`src/rtl/ex_sorter_sorted_serializer.sv`:
```
// ex_sorter_sorted_serializer: buffers sorted 4-tuples from the sorter and streams their elements out in ascending order
//   clk       : clock
//   reset     : synchronous, active-low reset
//   in_val    : a sorted tuple is present on in0..in3 (sorter's out_val)
//   in0..in3  : sorted elements, in0 smallest
//   out_val   : out_msg is valid
//   out_rdy   : consumer accepts out_msg this cycle
//   out_msg   : current element
//   out_idx   : position of out_msg within its tuple
//   out_last  : out_msg is the final element of its tuple
//   count     : tuples held, including a partly drained one
//   overflow  : sticky, a tuple was dropped because the buffer was full
module ex_sorter_sorted_serializer #(
    parameter int p_nbits    = 8,
    parameter int p_nentries = 2
) (
    input  logic                                clk,
    input  logic                                reset,
    input  logic                                in_val,
    input  logic [p_nbits-1:0]                  in0,
    input  logic [p_nbits-1:0]                  in1,
    input  logic [p_nbits-1:0]                  in2,
    input  logic [p_nbits-1:0]                  in3,
    output logic                                out_val,
    input  logic                                out_rdy,
    output logic [p_nbits-1:0]                  out_msg,
    output logic [1:0]                          out_idx,
    output logic                                out_last,
    output logic [$clog2(p_nentries+1)-1:0]     count,
    output logic                                overflow
);
    localparam int CW = $clog2(p_nentries + 1);
    localparam int PW = $clog2(p_nentries);
    localparam logic [CW-1:0] FULL = CW'(p_nentries);
    logic [p_nbits-1:0] slot_q [p_nentries][4];
    logic [PW-1:0] wr_ptr_q, wr_ptr_d, rd_ptr_q, rd_ptr_d;
    logic [1:0]    idx_q, idx_d;
    logic [CW-1:0] count_q, count_d;
    logic          ovf_q, ovf_d;
    logic          fire, pop, full, enq;
    // A full buffer still accepts a tuple in the cycle its head tuple pops.
    // The 2-bit idx wraps 3->0 on its own, so a pop needs no special case there.
    always_comb begin
        fire     = (count_q != '0) & out_rdy;
        pop      = fire & (idx_q == 2'd3);
        full     = count_q == FULL;
        enq      = in_val & (~full | pop);
        idx_d    = fire ? idx_q + 2'd1 : idx_q;
        rd_ptr_d = pop ? rd_ptr_q + PW'(1) : rd_ptr_q;
        wr_ptr_d = enq ? wr_ptr_q + PW'(1) : wr_ptr_q;
        count_d  = count_q + CW'(enq) - CW'(pop);
        ovf_d    = ovf_q | (in_val & full & ~pop);
    end
    always_ff @(posedge clk) begin
        if (!reset) begin
            wr_ptr_q <= '0;
            rd_ptr_q <= '0;
            idx_q    <= '0;
            count_q  <= '0;
            ovf_q    <= 1'b0;
        end else begin
            wr_ptr_q <= wr_ptr_d;
            rd_ptr_q <= rd_ptr_d;
            idx_q    <= idx_d;
            count_q  <= count_d;
            ovf_q    <= ovf_d;
        end
    end
    // Payload storage needs no reset; count gates every read of it.
    always_ff @(posedge clk) begin
        if (reset && enq) begin
            slot_q[wr_ptr_q][0] <= in0;
            slot_q[wr_ptr_q][1] <= in1;
            slot_q[wr_ptr_q][2] <= in2;
            slot_q[wr_ptr_q][3] <= in3;
        end
    end
    assign out_val  = count_q != '0;
    assign out_msg  = out_val ? slot_q[rd_ptr_q][idx_q] : '0;
    assign out_idx  = out_val ? idx_q : 2'd0;
    assign out_last = out_val & (idx_q == 2'd3);
    assign count    = count_q;
    assign overflow = ovf_q;
endmodule

```
`config.mk`:
```
export PLATFORM = sky130hd
export DESIGN_NAME = ex_sorter_sorted_serializer
export DESIGN_NICKNAME = d
export VERILOG_FILES = /design/src/rtl/ex_sorter_sorted_serializer.sv
export SDC_FILE = /design/constraint.sdc
export NUM_CORES = 1
export LEC_CHECK = 0
export ABC_CLOCK_PERIOD_IN_PS = 2650
export CAP_MARGIN = 5
export CORE_MARGIN = 8
export CORE_UTILIZATION = 35
export CTS_CLUSTER_SIZE = 28
export DETAILED_ROUTE_END_ITERATION = 12
export SLEW_MARGIN = 15
export SYNTH_ARGS = -nofsm -noshare
export SYNTH_HDL_FRONTEND = slang
export SYNTH_SLANG_ARGS = --single-unit
```
`constraint.sdc`:
```
create_clock -name clk -period 2.65 [get_ports clk]
set_input_delay 0.3975 -clock clk [delete_from_list [all_inputs] [get_ports clk]]
set_output_delay 0.3975 -clock clk [all_outputs]
set_load 0.1 [all_outputs]
```
### Word-level counts from Yosys, hierarchy flattened

Memories as Yosys holds them, arrays and structs flattened. A register that Yosys moved wholly into a read port is not among the register bits.
Cells that the tools add are included.

| operators by class | value |
|---|---|
| add/sub/neg operators | 5 |
| $lt $le $gt $ge | 1 |
| equal/unequal tests | 2 |
| muxes and demuxes | 9 |
| bitwise operators | 11 |
| reductions and logical operators | 2 |

Operator list:

| kind | number |
|---|---|
| $mux W8 | 3 |
| $bmux W8 S2 | 1 |
| $and A1 B1 Y1 | 6 |
| $eq A2 B2 Y1 const B | 2 |
| $mux W1 | 4 |
| $ge A3 B3 Y1 const B | 1 |
| $not A2 Y3 | 1 |
| $add A1 B1 Y1 const B | 2 |
| $add A2 B1 Y2 | 1 |
| $add A2 B1 Y2 const B | 1 |
| $mux W2 | 1 |
| $not A1 Y1 | 2 |
| $or A1 B1 Y1 | 2 |
| $reduce_bool A2 Y1 | 1 |
| $sub A2 B1 Y2 | 1 |
| $logic_and A1 B1 Y1 | 1 |

| word-level totals | value |
|---|---|
| bits in registers | 7 |
| RAM bits | 64 |
| input port bits | 36 |
| output and inout bits | 15 |
| memories kept | 1 |

Memories:

| name | depth | bits a word | read ports | clocked after Yosys merged registers in | wr ports | RTL line | text |
|---|---|---|---|---|---|---|---|
| slot_q | 2 | 32 | 1 | 1 | 1 | 35 | `logic [p_nbits-1:0] slot_q [p_nentries][4];` |

### Depth between registers and ports, before layout

Gate-level depths: netlist of the first run.

| depth | value |
|---|---|
| depth after elaboration | 8 |
| depth in mapped cells | 10 |
| gate-level depth less buffers | 10 |

### Worst setup path after synthesis of the first run

No wires, ideal clock.

| timing | value |
|---|---|
| kind | flip-flop to output port |
| start point | reg count_q[0], in the netlist count[0] |
| end point | out out_msg[2] |
| arrival | 3.158 ns |
| required time | 2.253 ns |
| setup slack | -0.905 ns |
| stages on the path, launching flop included | 4 |
| path through | dfxtp_1 > or2_1 > clkbuf_1 > and3_1 |

| between the ends | value |
|---|---|
| longest elaborated chain between the ends | 2 |

Ends and longest elaborated chain:

| item | RTL line | text |
|---|---|---|
| start, declared | 38 | `logic [CW-1:0] count_q, count_d;` |
| start signal, assigned | 65 | `count_q <= count_d;` |
| $reduce_bool A2 Y1 | 78 | `assign out_val = count_q != '0;` |
| net out_val | 24 | `output logic out_val,` |
| $mux W8 | 79 | `assign out_msg = out_val ? slot_q[rd_ptr_q][idx_q] : '0;` |
| end, declared | 26 | `output logic [p_nbits-1:0] out_msg,` |

The timed path passes the listed nets, and every way through them passes these cells.

### Final worst setup path of the first run

| timing | value |
|---|---|
| start point | reg idx_q[0] |
| end point | out out_msg[1] |

| between the ends | value |
|---|---|
| longest elaborated chain between the ends | 5 |

Ends and longest elaborated chain:

| item | RTL line | text |
|---|---|---|
| start, declared | 37 | `logic [1:0] idx_q, idx_d;` |
| start signal, assigned | 64 | `idx_q <= idx_d;` |
| $not A2 Y3 (not written as such) | 79 |  |
| $bmux W8 S2 | 79 |  |
| $mux W8 (not written as such) (2 in series) | 79 |  |
| $mux W8 | 79 |  |

Every way passes these cells. The select of a mux whose other input is x is not followed.

==> results of run 1 <==
## worst min path at each step
stage,start,endpoint,cells after the start
after floorplan,idx_q[1]$_SDFFE_PN0P_,idx_q[1]$_SDFFE_PN0P_,2
after global placement,overflow$_SDFF_PN0_,overflow$_SDFF_PN0_,2
after detailed placement,overflow$_SDFF_PN0_,overflow$_SDFF_PN0_,2
after CTS,overflow$_SDFF_PN0_,overflow$_SDFF_PN0_,2
after global routing,idx_q[1]$_SDFFE_PN0P_,idx_q[1]$_SDFFE_PN0P_,2
final,overflow$_SDFF_PN0_,overflow$_SDFF_PN0_,2
## layout make-up
cell class / instances / area share [%]
tap: 105 / 3.39
timing repair buffer: 55 / 16.5
clock buffer: 10 / 3.30
sequential: 72 / 53.9
multi-input combinational: 99 / 20.5
inverter: 3 / 0.291
clock inverter: 6 / 2.17
## state kept, by name, summed over array words and instances, names as in the netlist, named ones only
signal / count
overflow: 1
wr_ptr_q: 1
idx_q: 2
slot_q: 64
rd_ptr_q: 1
count: 2
## power by group through the flow
stage | sequential (mW) | clock, mW | combinational [mW]
2_1_floorplan | 1.38 | 0 | 0.331
4_1_cts | 1.32 | 0.939 | 0.592
5_1_grt | 1.33 | 0.992 | 0.614
3_3_place_gp | 1.34 | 0 | 0.590
6_report | 1.32 | 0.919 | 0.584
3_5_place_dp | 1.35 | 0 | 0.592
## layer usage
layer  wire length, um  GRT usage, %  part of all wire, %
met4               121          6.54                  2.1
met2              2890          17.3                   50
met3               169          2.74                  2.9
met5                 0             0                    0
met1              2560          11.9                   45
## stage by stage
step | hold WS (ns) | instances | worst slack [ns]
finish | 0.518 | 350 | 0.274
global route | 0.586 | 350 | 0.120
CTS | 0.513 | 350 | 0.230
detailed placement | 0.492 | 334 | 0.274
global placement | 0.491 | 334 | 0.320
floorplan | 0.479 | 184 | 0.190
## cells in the final DEF, fill, tap and decap left out, drive strengths merged
cell type and count:
nand3 2, xor2 1, xnor2 4, clkdlybuf4s50 35, a211oi 8, and2b 1
edfxtp 64, clkinv 2, nor2b 11, bufinv 2, a31oi 1, dfxtp 8
and2 10, a22oi 8, and3 9, clkbuf 10, nand2 4, or2 2
mux2i 24, clkinvlp 2, ha 3, a21oi 8, inv 3, nor2 1
a21boi 2, buf 20
## worst max-delay path, delay by kind of cell (launching register included)
kind	cells	cell delay (ns)
and+or+nand+nor	2	0.71
DFF	1	0.45
AOI/OAI and AO/OA	2	0.29
buffers and inverters	1	0.19
## logic make-up (layout without fill, tap and decap cells)
group                    Yosys count  count (layout)  share of synthesized area, %
adder cells (fa/ha/maj)            3               3                          1.27
multiplexers                      24              24                          8.11
XOR/XNOR                           5               5                          1.48
AO/OA/AOI/OAI                     27              27                          7.48
buffers and inverters             13              74                          3.38
flip-flops                        72              72                          70.3
AND/OR/NAND/NOR                   40              40                          7.98
==> impl_metrics.csv, run 1 <==
group,metric,value,unit
status,status,"finished, final reports clean",
critical_path,critPathKind,"reg -> out",
placement,numPortBuffers,50,
drt,wl,5740,um
power,p_int,2.04,mW
yosys,ys_warn_count,0,
timing,slew_viol_final,0,
yosys,synth_edf_count,64,
timing,hold_viol,0,
floorplanning,dieArea,11700,sq um
drt,firstDrtPassIters,4,
drt,num_vias,1646,
power,pwr-share-clk,32.5,%
power,power_density,729,nW/um^2
timing,tightest_slew,0.501,ns
critical_path,crit_arrival,1.98,ns
timing,min_period_over_period,89.6,%
global_routing,grt_max_degree,41,
cts,clk_latency,0.34,ns
finish,diodes,0,
finish,design_area,3870,sq um
drt,drc_errors,0,
yosys,synth_top_area_cell,"edfxtp_1",
critical_path,cp_max_fo,8,
yosys,ys_seq_area_share,70.3,%
floorplanning,core,8220,sq um
critical_path,crit_chain,"or2_1 -> a211oi_2 -> a21oi_1 -> and3_1 -> buf_12",
floorplanning,num_rows,33,
global_routing,overflow,0,
floorplanning,die_h,108,um
floorplanning,ios,51,
timing,max_freq,0.421,GHz
finish,multi_input_area,793,sq um
cts,clk_pin_slew,0.07,ns
critical_path,critPathRequiredTime,2.25,ns
critical_path,rr_endpoint,"count[1]$_SDFF_PN0_",
power,power_leakage,1.31,nW
yosys,netlist.area_leader.share,64.9,%
yosys,synth_most_common_cell,"edfxtp_1",
critical_path,r2r-start,"idx_q[0]$_SDFFE_PN0P_",
drt,drtIter0Drc,62,
global_routing,grt_usage,10.5,%
yosys,synth_top_cells_by_count,"edfxtp_1 (64), mux2i_1 (24), nor2b_1 (11), and2_1 (10), and3_1 (9)",
finish,ff_latch_area,2090,sq um
yosys,synth_area,2960,sq um
timing,rsz0062_at_grt,"false",
yosys,synth.distinct_cells,26,
global_routing,grt_pass1_wl,9180,um
floorplanning,start_util,36.0,%
timing,setup_viol,0,
placement,place_congestion,0.777,
power,combPwrFrac,20.7,%
critical_path,crit_slowest_cell,"or2_1",
critical_path,crit_path_max_incr_delay,0.46,ns
timing,tns,0,ns
critical_path,r2r_setup_slack,0.54,ns
yosys,synth-async-reset-ratio,0,%
placement,place_hpwl,3710,um
yosys,avgSynthCellArea,16.1,sq um
cts,cts_tree,"built",
power,total_power,2.82,mW
yosys,yosys-top-cells-area,"edfxtp_1 (65%), mux2i_1 (8.1%), dfxtp_1 (5.4%), a211oi_2 (3.4%), nor2b_1 (2.3%)",
drt,wl_per_cell,16.4,um
yosys,ys_ff_latch,72,
floorplanning,dieWidth,108,um
cts,clock-sinks,72,
yosys,syn_inst,184,
finish,n_fill_cell,715,
critical_path,r2r_cells,10,
power,peakVddDrop,0.000306,V
placement,dpl_cell_area,3660,sq um
cts,cts.path.max_buffers,2,
timing,finalClockSkew,0.00787,ns
timing,layout_min_cycle_time,2.38,ns
power,swShare,27.8,%
finish,fin_util,47.1,%
power,switching_power,784,uW
cts,post_cts_resized,0,
cts,root_buffer,"clkbuf_8",
yosys,syn-num-nets,223,
critical_path,end_kind,"output pin",
cts,cts_setup_buffers,0,
yosys,ys.flop_type,"edfxtp_1",
job,drv_cap,0,
critical_path,crit_path_start_kind,"flip-flop",
cts,cts_made_buffers,9,
hold_path,hold_class,"reg -> reg",
drt,antenna_left,0,
cts,postCtsHoldBufs,0,
critical_path,crit_start,"idx_q[0]$_SDFFE_PN0P_",
finish,nets,279,
finish,drive_gt1_share,22.4,%
cts,htreeDepth,3,
finish,synthToLayoutAreaGrowth,30.7,%
timing,slew_headroom,66.6,%
drt,routed_via_density,4.70,
global_routing,first_global_vias,1804,
power,seq_power_share,46.8,%
critical_path,cp-endpoint,"out_msg[1]",
global_routing,antenna_found_initial,0,
Power figures use the tool's default switching activity.
==> inputs of run 2 (changes only) <==
--- a/config.mk
+++ b/config.mk
@@ -11,6 +11,7 @@
 export CORE_UTILIZATION = 35
 export CTS_CLUSTER_SIZE = 28
 export DETAILED_ROUTE_END_ITERATION = 12
+export GPL_TIMING_DRIVEN = 0
 export SLEW_MARGIN = 15
 export SYNTH_ARGS = -nofsm -noshare
 export SYNTH_HDL_FRONTEND = slang
==> run 2 against run 1 <==
Sequential share of layout area is 0.15 points lower; cell count increased by 1.4%; final area increased by 0.23%; critical endpoint unchanged.
==> impl_metrics.csv, run 2 (synthesis results as in run 1) <==
group,metric,value,unit
drt,drc_errors,0,
critical_path,crit_slowest_cell,"clkdlybuf4s15_2",
timing,tightest_slew,0.983,ns
status,status,"finished, final reports clean",
power,power_density,751,nW/um^2
finish,nets,284,
cts,clk_latency,0.34,ns
finish,instances_no_fill,355,
cts,cts_made_buffers,9,
finish,diodes,0,
critical_path,crit_path_max_incr_delay,0.56,ns
drt,antenna_left,0,
global_routing,grt_max_degree,33,
drt,wl_per_cell,17.0,um
critical_path,crit_arrival,2.09,ns
placement,place_inst,341,
timing,max_freq,0.402,GHz
floorplanning,start_util,36.0,%
finish,drive_gt1_share,23.2,%
timing,slew_headroom,34.3,%
cts,clk_pin_slew,0.08,ns
floorplanning,dieWidth,108,um
cts,htreeDepth,3,
floorplanning,die_h,108,um
cts,postCtsHoldBufs,0,
finish,design_area,3880,sq um
placement,place_congestion,0.685,
critical_path,crit_chain,"or2_1 -> buf_6 -> a211oi_2 -> a21oi_1 -> and3_1 -> clkdlybuf4s15_2",
placement,place_hpwl,4030,um
critical_path,crit_path_start_kind,"flip-flop",
finish,synthToLayoutAreaGrowth,31.0,%
placement,dpl_cell_area,3660,sq um
global_routing,grt_usage,10.9,%
timing,finalClockSkew,0.00712,ns
power,peakVddDrop,0.000387,V
finish,layout_common_cells,"edfxtp_1 (64), clkdlybuf4s50_1 (38), mux2i_1 (24)",
timing,hold_viol,0,
placement,dp_slack,-0.195,ns
floorplanning,dieArea,11700,sq um
finish,fin_util,47.2,%
floorplanning,core,8220,sq um
cts,root_buffer,"clkbuf_8",
critical_path,cp_max_fo,8,
job,drv_cap,0,
global_routing,grt_pass1_wl,9510,um
drt,num_vias,1664,
global_routing,antenna_found_initial,0,
drt,routed_via_density,4.69,
timing,tns,0,ns
power,total_power,2.91,mW
critical_path,critPathRequiredTime,2.25,ns
timing,hold_ws,0.508,ns
floorplanning,num_rows,33,
drt,drtIter0Drc,81,
drt,firstDrtPassIters,4,
timing,layout_min_cycle_time,2.49,ns
finish,largest_register_ffs,64,
floorplanning,ios,51,
global_routing,overflow,0,
critical_path,end_kind,"output pin",
critical_path,critPathKind,"reg -> out",
placement,numPortBuffers,50,
cts,clock-sinks,72,
drt,wl,6020,um
cts,cts_tree,"built",
timing,rsz0062_at_grt,"false",
critical_path,path_buf_inv,2,
power,power_leakage,1.32,nW
global_routing,first_global_vias,1875,
finish,final_common_cell,"edfxtp_1",
timing,setup_viol,0,
critical_path,critPathTopFamily,"buffers and inverters",
timing,slew_viol_final,0,
cts,cts.path.max_buffers,2,
timing,min_period_over_period,93.9,%
finish,regMostFlops,"slot_q",
hold_path,hold_class,"reg -> reg",
timing,setup_slack,0.163,ns
## run 2: changes by cell type in the layout (fill, tap and decap cells not counted), sizes merged, moves of 2 or more
cell	before	now
inv	3	6
buf	20	11
clkdlybuf4s15	0	5
clkinv	2	0
clkdlybuf4s50	35	38
clkbuf	10	13
## run 2: layout make-up
class / count / area (sq um)
clock inverter: 7 / 126
buffer: 8 / 82.6
timing repair buffer: 52 / 520
tap: 105 / 131
inverter: 3 / 11.3
clock buffer: 9 / 124
sequential: 72 / 2080
multi-input combinational: 99 / 800
fill: 730 / 4340
## run 2: final timing paths
kind         slack, ns             startpoint                   to  cells past startpoint
max               0.16  idx_q[0]$_SDFFE_PN0P_           out_msg[1]                      6
max reg2reg       0.53  idx_q[0]$_SDFFE_PN0P_  count[1]$_SDFF_PN0_                     10
min               0.51    overflow$_SDFF_PN0_  overflow$_SDFF_PN0_                      2
min reg2reg       0.51    overflow$_SDFF_PN0_  overflow$_SDFF_PN0_                      2
## run 2: layer usage
metal | share of wire (%) | global-route usage (%) | up-vias
li1 | - | - | 815
met5 | 0 | 0 | -
met1 | 45 | 12.4 | 810
met3 | 3.0 | 2.44 | 9
met4 | 1.8 | 5.95 | 0
met2 | 51 | 18.7 | 30
## run 2: worst reg2reg max path: stages (launching register included)
cell,delay [ns]
dfxtp_1,0.44
ha_1,0.23
nand2_1,0.07
a21boi_1,0.30
inv_1,0.09
ha_1,0.29
inv_1,0.04
ha_1,0.17
xnor2_1,0.13
xnor2_1,0.12
and2_1,0.15
## run 2: power breakdown
| group | switching (mW) | internal [mW] | leakage [nW] | total (mW) |
|---|---|---|---|---|
| Combinational | 0.362 | 0.162 | 0.545 | 0.523 |
| Sequential | 0.0217 | 1.30 | 0.653 | 1.32 |
| Clock | 0.432 | 0.638 | 0.122 | 1.07 |
| Total | 0.815 | 2.10 | 1.32 | 2.91 |
## run 2: what timing repair did
item / in CTS / in global routing
endpoints found under the setup margin: 12 / 11
buffers inserted: 0 / 0
resized for setup: 30 / 9
